## src/rtl/mips_pkg.sv

```systemverilog
// mips_pkg: shared widths, forward-select codes and the writeback tag type
package mips_pkg;
  localparam int REG_AW = 5;
  localparam int DW = 32;
  localparam logic [REG_AW-1:0] REG_ZERO = 5'd0;
  localparam logic [1:0] FWD_RF = 2'd0;
  localparam logic [1:0] FWD_WB = 2'd1;
  localparam logic [1:0] FWD_MEM = 2'd2;
  localparam logic [1:0] FWD_EX = 2'd3;
  typedef struct packed {
    logic valid;
    logic [REG_AW-1:0] waddr;
    logic is_load;
  } wb_tag_t;
  function automatic logic [DW-1:0] fwd_mux(input logic [1:0] sel, input logic [DW-1:0] rf, wb, mem, ex);
    return sel == FWD_EX ? ex : sel == FWD_MEM ? mem : sel == FWD_WB ? wb : rf;
  endfunction
endpackage

```

## src/rtl/fwd_sel_logic.sv

```systemverilog
// fwd_sel_logic: newest-writer forward select for one source operand
// Ports: raddr source register; ex/mem/wb in-flight tags;
//        sel forward source code; load_hit EX holds a load to raddr.
module fwd_sel_logic
  import mips_pkg::*;
(
  input  logic [REG_AW-1:0] raddr,
  input  wb_tag_t           ex,
  input  wb_tag_t           mem,
  input  wb_tag_t           wb,
  output logic [1:0]        sel,
  output logic              load_hit
);
  logic unused;
  assign unused = &{1'b0, mem.is_load, wb.is_load};
  // A load in EX has no data yet, so it is never a forward source; it only
  // raises load_hit and the select falls through to older stages.
  always_comb begin
    load_hit = ex.valid && ex.is_load && ex.waddr == raddr;
    sel = raddr == REG_ZERO ? FWD_RF :
          (ex.valid && !ex.is_load && ex.waddr == raddr) ? FWD_EX :
          (mem.valid && mem.waddr == raddr) ? FWD_MEM :
          (wb.valid && wb.waddr == raddr) ? FWD_WB : FWD_RF;
  end
endmodule

```

## src/rtl/wb_forward_ctrl.sv

```systemverilog
// wb_forward_ctrl: in-flight write tracking, operand forwarding, load-use stall, regfile write port
// Ports: id_* decode-stage instruction; flush squashes ID and EX;
//        rf_rdata*/ex_result/mem_result/wb_result candidate operand values;
//        opnd*/fwd_sel* forwarded operands and their source; stall load-use hold;
//        rf_we/rf_waddr/rf_wdata register file write port driven from WB.
module wb_forward_ctrl
  import mips_pkg::*;
(
  input  logic              clk,
  input  logic              rst_n,
  input  logic              id_valid,
  input  logic [REG_AW-1:0] id_raddr1,
  input  logic [REG_AW-1:0] id_raddr2,
  input  logic              id_use1,
  input  logic              id_use2,
  input  logic              id_we,
  input  logic [REG_AW-1:0] id_waddr,
  input  logic              id_is_load,
  input  logic              flush,
  input  logic [DW-1:0]     rf_rdata1,
  input  logic [DW-1:0]     rf_rdata2,
  input  logic [DW-1:0]     ex_result,
  input  logic [DW-1:0]     mem_result,
  input  logic [DW-1:0]     wb_result,
  output logic [DW-1:0]     opnd1,
  output logic [DW-1:0]     opnd2,
  output logic [1:0]        fwd_sel1,
  output logic [1:0]        fwd_sel2,
  output logic              stall,
  output logic              rf_we,
  output logic [REG_AW-1:0] rf_waddr,
  output logic [DW-1:0]     rf_wdata
);
  wb_tag_t id_tag, ex_tag, mem_tag, wb_tag;
  logic hit1, hit2;
  fwd_sel_logic u_sel1 (.raddr(id_raddr1), .ex(ex_tag), .mem(mem_tag), .wb(wb_tag), .sel(fwd_sel1), .load_hit(hit1));
  fwd_sel_logic u_sel2 (.raddr(id_raddr2), .ex(ex_tag), .mem(mem_tag), .wb(wb_tag), .sel(fwd_sel2), .load_hit(hit2));
  // Untracked instructions enter as an all-zero bubble so rf_waddr stays 0 for them.
  always_comb begin
    id_tag = (id_valid && id_we && id_waddr != REG_ZERO) ? wb_tag_t'{1'b1, id_waddr, id_is_load} : wb_tag_t'('0);
    stall = id_valid && ((id_use1 && hit1) || (id_use2 && hit2));
    opnd1 = fwd_mux(fwd_sel1, rf_rdata1, wb_result, mem_result, ex_result);
    opnd2 = fwd_mux(fwd_sel2, rf_rdata2, wb_result, mem_result, ex_result);
    rf_we = wb_tag.valid;
    rf_waddr = wb_tag.waddr;
    rf_wdata = wb_result;
  end
  // Flush kills the ID and EX instructions; a stall only holds ID back.
  always_ff @(posedge clk or negedge rst_n)
    if (!rst_n) begin
      ex_tag <= '0;
      mem_tag <= '0;
      wb_tag <= '0;
    end else begin
      ex_tag <= (flush || stall) ? wb_tag_t'('0) : id_tag;
      mem_tag <= flush ? wb_tag_t'('0) : ex_tag;
      wb_tag <= mem_tag;
    end
endmodule

```

## config.mk

```make
export PLATFORM = sky130hd
export DESIGN_NAME = wb_forward_ctrl
export DESIGN_NICKNAME = d
export VERILOG_FILES = /design/src/rtl/mips_pkg.sv /design/src/rtl/fwd_sel_logic.sv /design/src/rtl/wb_forward_ctrl.sv
export SDC_FILE = /design/constraint.sdc
export NUM_CORES = 1
export LEC_CHECK = 0
export ABC_AREA = 1
export BUFFER_PORTS_ARGS = -buffer_cell sky130_fd_sc_hd__buf_2
export CELL_PAD_IN_SITES_DETAIL_PLACEMENT = 1
export CELL_PAD_IN_SITES_GLOBAL_PLACEMENT = 2
export CORE_MARGIN = 4
export CORE_UTILIZATION = 18
export CTS_CLUSTER_SIZE = 40
export DETAILED_ROUTE_END_ITERATION = 7
export GPL_TIMING_DRIVEN = 1
export HOLD_SLACK_MARGIN = 0.15
export PLACE_DENSITY = 0.93
export SETUP_SLACK_MARGIN = 0.5
export SLEW_MARGIN = 20
export SYNTH_ARGS = -nofsm -noshare
export SYNTH_HDL_FRONTEND = slang
export SYNTH_HIERARCHICAL = 1
export SYNTH_SLANG_ARGS = --single-unit
```

## constraint.sdc

```tcl
create_clock -name clk -period 2.4 [get_ports clk]
set_input_delay 0.48 -clock clk [delete_from_list [all_inputs] [get_ports clk]]
set_output_delay 0.48 -clock clk [all_outputs]
set_load 0.005 [all_outputs]
```

## Word-level counts from Yosys, hierarchy flattened

Cells that the tools add are included.
W data, S select, Z words.

| cells by class | value |
|---|---|
| equal/unequal tests | 12 |
| reduce and logical (&&, ||, !) cells | 21 |
| mux-type cells | 17 |

Operators by type and width:

| kind | count |
|---|---|
| $mux W32 | 6 |
| $eq A5 B5 Y1 | 6 |
| $mux W7 | 3 |
| $logic_and A1 B1 Y1 | 15 |
| $mux W2 | 6 |
| $logic_not A5 Y1 | 2 |
| $eq A2 B2 Y1 const B | 4 |
| $reduce_bool A5 Y1 | 1 |
| $eq A2 B1 Y1 const B | 2 |
| $logic_or A1 B1 Y1 | 2 |
| $mux W1 | 2 |
| $logic_not A1 Y1 | 1 |

| word-level totals | value |
|---|---|
| flip-flop bits (word level) | 19 |
| logic and storage cells | 57 |
| output and inout port bits | 107 |
| bits of input ports | 183 |

## Depth between registers and ports, before layout

| depth | value |
|---|---|
| depth in word-level cells | 10 |
| gate-level depth with buffers | 15 |
| depth with buffers taken out | 13 |

## Hierarchy

The synthesis kept the hierarchy.

By module, submodules not included:

| module | cells each | seq. area each (µm²) | area an instance (µm²) | instances |
|---|---|---|---|---|
| wb_forward_ctrl | 662 | 525.5 | 3484.6 | 1 |
| fwd_sel_logic | 75 | 0.0 | 312.8 | 2 |

## Least setup slack after synthesis

Ideal clock, no wire load.

| path | value |
|---|---|
| path kind | in2out |
| start | in id_raddr2[0] |
| end | out opnd2[1] |
| slack | 0.020 ns |
| required time | 1.920 ns |
| data arrival time | 1.900 ns |
| path buffers | 1 |
| cell stages on the path | 12 |
| cells stage by stage | inv_1 -> nand2_1 -> nand2_1 -> nor2_1 -> nand4_1 -> a21oi_1 -> nand2_4 -> inv_4 -> buf_8 -> nand2_2 -> nand3_1 -> nand2_1 |

| on the way | value |
|---|---|
| longest elaborated chain between the ends | 10 |
| elaborated cells on any way between the ends | 17 |
| those cells by class | 6 x eq/ne; 7 x mux; 4 x reduce/logical |

RTL lines:

| element | RTL line | text |
|---|---|---|
| from (decl) | wb_forward_ctrl.sv:13 | `input logic [REG_AW-1:0] id_raddr2,` |
| $eq A5 B5 Y1 | fwd_sel_logic.sv:23 | `(wb.valid && wb.waddr == raddr) ? FWD_WB : FWD_RF;` |
| $logic_and A1 B1 Y1 | fwd_sel_logic.sv:23 |  |
| $mux W1 | fwd_sel_logic.sv:23 |  |
| $mux W2 | fwd_sel_logic.sv:22 | `(mem.valid && mem.waddr == raddr) ? FWD_MEM :` |
| $mux W2 | fwd_sel_logic.sv:21 | `(ex.valid && !ex.is_load && ex.waddr == raddr) ? FWD_EX :` |
| $mux W2 (*) | fwd_sel_logic.sv:20 | `sel = raddr == REG_ZERO ? FWD_RF :` |
| net fwd_sel2[0] | wb_forward_ctrl.sv:28 | `output logic [1:0] fwd_sel2,` |
| $eq A2 B1 Y1 | mips_pkg.sv:16 | `return sel == FWD_EX ? ex : sel == FWD_MEM ? mem : sel == FWD_WB ? wb : rf;` |
| $mux W32 (2 in a row) | mips_pkg.sv:16 |  |
| $mux W32 (*) | mips_pkg.sv:16 |  |
| to (decl) | wb_forward_ctrl.sv:26 | `output logic [DW-1:0] opnd2,` |

The timed path passes the listed nets; every way through them passes the cells marked *.

## Final worst setup path

| path | value |
|---|---|
| start | reg ex_tag[3] (netlist name) |
| end | out opnd1[27] |

| on the way | value |
|---|---|
| longest elaborated chain between the ends | 8 |
| elaborated cells on any way between the ends | 10 |
| those cells by class | 4 x eq/ne; 5 x mux; 1 x reduce/logical |

RTL lines:

| element | RTL line | text |
|---|---|---|
| from (decl) | wb_forward_ctrl.sv:34 | `wb_tag_t id_tag, ex_tag, mem_tag, wb_tag;` |
| from (signal assigned) | wb_forward_ctrl.sv:55 | `ex_tag <= (flush \|\| stall) ? wb_tag_t'('0) : id_tag;` |
| $eq A5 B5 Y1 (*) | fwd_sel_logic.sv:21 |  |
| $logic_and A1 B1 Y1 (*) | fwd_sel_logic.sv:21 |  |
| $mux W2 (*) | fwd_sel_logic.sv:21 |  |
| $mux W2 (*) | fwd_sel_logic.sv:20 |  |
| $eq A2 B1 Y1 | mips_pkg.sv:16 |  |
| $mux W32 (2 in a row) | mips_pkg.sv:16 |  |
| $mux W32 (*) | mips_pkg.sv:16 |  |
| to (decl) | wb_forward_ctrl.sv:25 | `output logic [DW-1:0] opnd1,` |

Mark *: on every way between the ends. The rest lies on a longest branch, timed or not.

==> impl_metrics.json <==
{
  "hold_class": "in -> async",
  "setup_violations": 66,
  "wl_per_cell_um": 18.09,
  "dpl_worst_slack_ps": -408.0,
  "final-seq-area_sq_um": 483.0,
  "drtIter0Drc": 232,
  "fin_crit_ps": 2787,
  "core-area_sq_um": 21960,
  "grt_max_degree": 25,
  "placed_cells_incl_taps": 1345,
  "initial_core_util_pct": 18.46,
  "grtUsageTotal_pct": 16.32,
  "cap_violations": 0,
  "vias": 6123,
  "fp.dieW_um": 158.1,
  "p_per_area_nw_per_um2": 179.4,
  "drive_above_1_share_pct": 50.09,
  "dieArea_sq_um": 24980,
  "fin_nets": 1288,
  "fp.dieH_um": 158.1,
  "fmax_mhz": 358.8,
  "worst_clock_skew_ps": 1.743,
  "ctsRootBufferMaster": "clkbuf_16",
  "routed_wl_um": 25040,
  "cp.required_ps": 1920,
  "io_pins": 290,
  "via_per_inst": 4.424,
  "antenna_found_initial": 0,
  "path_clk_slew_ps": 50,
  "cp-end-kind": "output port",
  "peakVddDrop_mv": 0.2934,
  "cts_tree": "built",
  "synth_area_sq_um": 4053,
  "cts.sinks": 19,
  "grt_pass1_wl_um": 32340,
  "layout_commonest_cell": "buf_2",
  "syn2layout_area_growth_pct": 85.06,
  "row_count": 54,
  "finalNonFillerCells": 1384,
  "cp.arrival_ps": 2310,
  "slew_headroom_pct": 72.60,
  "start_kind": "register",
  "grt_pass1_vias": 6215,
  "diodes": 0,
  "fin_crit_sh_pct": 116.1,
  "clock_path_buffers": 2,
  "drv_slew": 0,
  "drc_errors": 0,
  "gp_congestion": 0.8447,
  "ant_nets": 0,
  "critPathMaxFanout": 6,
  "drtPass1Iterations": 5,
  "p_leak_nw": 4.481,
  "multi_input_area_sq_um": 3213,
  "rsz0062_at_grt": "yes",
  "port_buffers": 289,
  "layout_common_cells": "buf_2 (286), nand2_1 (220), inv_1 (163)",
  "insertion_delay_ps": 250,
  "overflow": 0,
  "max_slew.worst_pin.slew_ps": 411.0,
  "syn_nets": 991,
  "numCtsBuffers": 3,
  "status": "complete, but fails checks",
  "yosysWarnings": 6,
  "synthCells": 808,
  "dp_hpwl_um": 17590,
  "finalWorstSetupSlack_ps": -387.2,
  "cts_max_level": 1,
  "hold_viol_final": 0,
  "avgSynthCellArea_sq_um": 5.016,
  "fillers": 2885,
  "violations": "negative setup slack",
  "worstSetupPathType": "reg -> out"
}
-- power by group --
part           leakage, nW  switching [mW]  internal [mW]
registers            0.252         0.00990          0.328
clock network       0.0382           0.111          0.226
logic                 4.19           0.346          0.325
-- worst max-delay path, cell delays in order, from the launching register on --
cell and delay [ps]:
dfrtp_2 440, nand2_1 80, nand2_1 60, nor2_2 140, nand4_1 130, buf_6 160
a21oi_4 240, buf_6 150, nand2_8 80, clkinv_8 90, clkbuf_16 150, nand2_1 60
nand3_1 80, nand2_1 60, buf_2 120
-- layer usage --
layer	vias to the layer above	wire, um	global-route usage (%)	share of wire [%]
li1	2993	-	-	-
met2	206	13160	31.39	53
met5	-	0	0	0
met3	20	1283	1.230	5.1
met1	2904	10260	20.08	41
met4	0	329	2.600	1.3
-- final cells by class --
cell class / instances / area share [%]
Sequential cell: 19 / 6.440
Tap cell: 280 / 4.671
Timing Repair Buffer: 367 / 35.24
Inverter: 179 / 9.760
Multi-Input combinational cell: 535 / 42.84
Clock buffer: 4 / 1.051
-- sequential cells by signal, indices dropped and copies added (netlist names) --
name,flops
rf_waddr,5
ex_tag,7
rf_we,1
mem_tag,6
-- per-stage QoR --
stage          hold WS, ps  util, %  TNS, ps  cell area [sq um]  power [mW]
6_report             157.2    34.15   -21210               7500       1.345
5_1_grt              194.8    34.15   -31690               7500       1.444
4_1_cts              176.5    28.48   -25000               6254       1.279
3_5_place_dp         392.0    27.05   -22640               5941      0.9218
3_3_place_gp         383.6    27.05   -19290               5941      0.9099
2_1_floorplan        184.4        -        0               4119      0.6035
-- repair_timing --
| action | CTS | global route |
|---|---|---|
| endpoints found under the setup margin | 69 | 76 |
| pin swaps | 15 | 77 |
| buffers inserted | 8 | 9 |
| hold buffers | 0 | 0 |
| gates resized for setup | 40 | 174 |
| gates cloned | 1 | 17 |
-- final timing paths --
check	start	depth (start not counted)	slack (ps)	end
max	ex_tag[3]	14	-390	opnd1[27]
min	rst_n	1	160	ex_tag[6]
max reg2reg	ex_tag[3]	16	480	ex_tag[2]
min reg2reg	mem_tag[6]	0	420	rf_we
max in group asynchronous	rst_n	1	1930	ex_tag[5]
min in group clk	mem_tag[6]	0	420	rf_we
(Power assumes the default switching activity.)
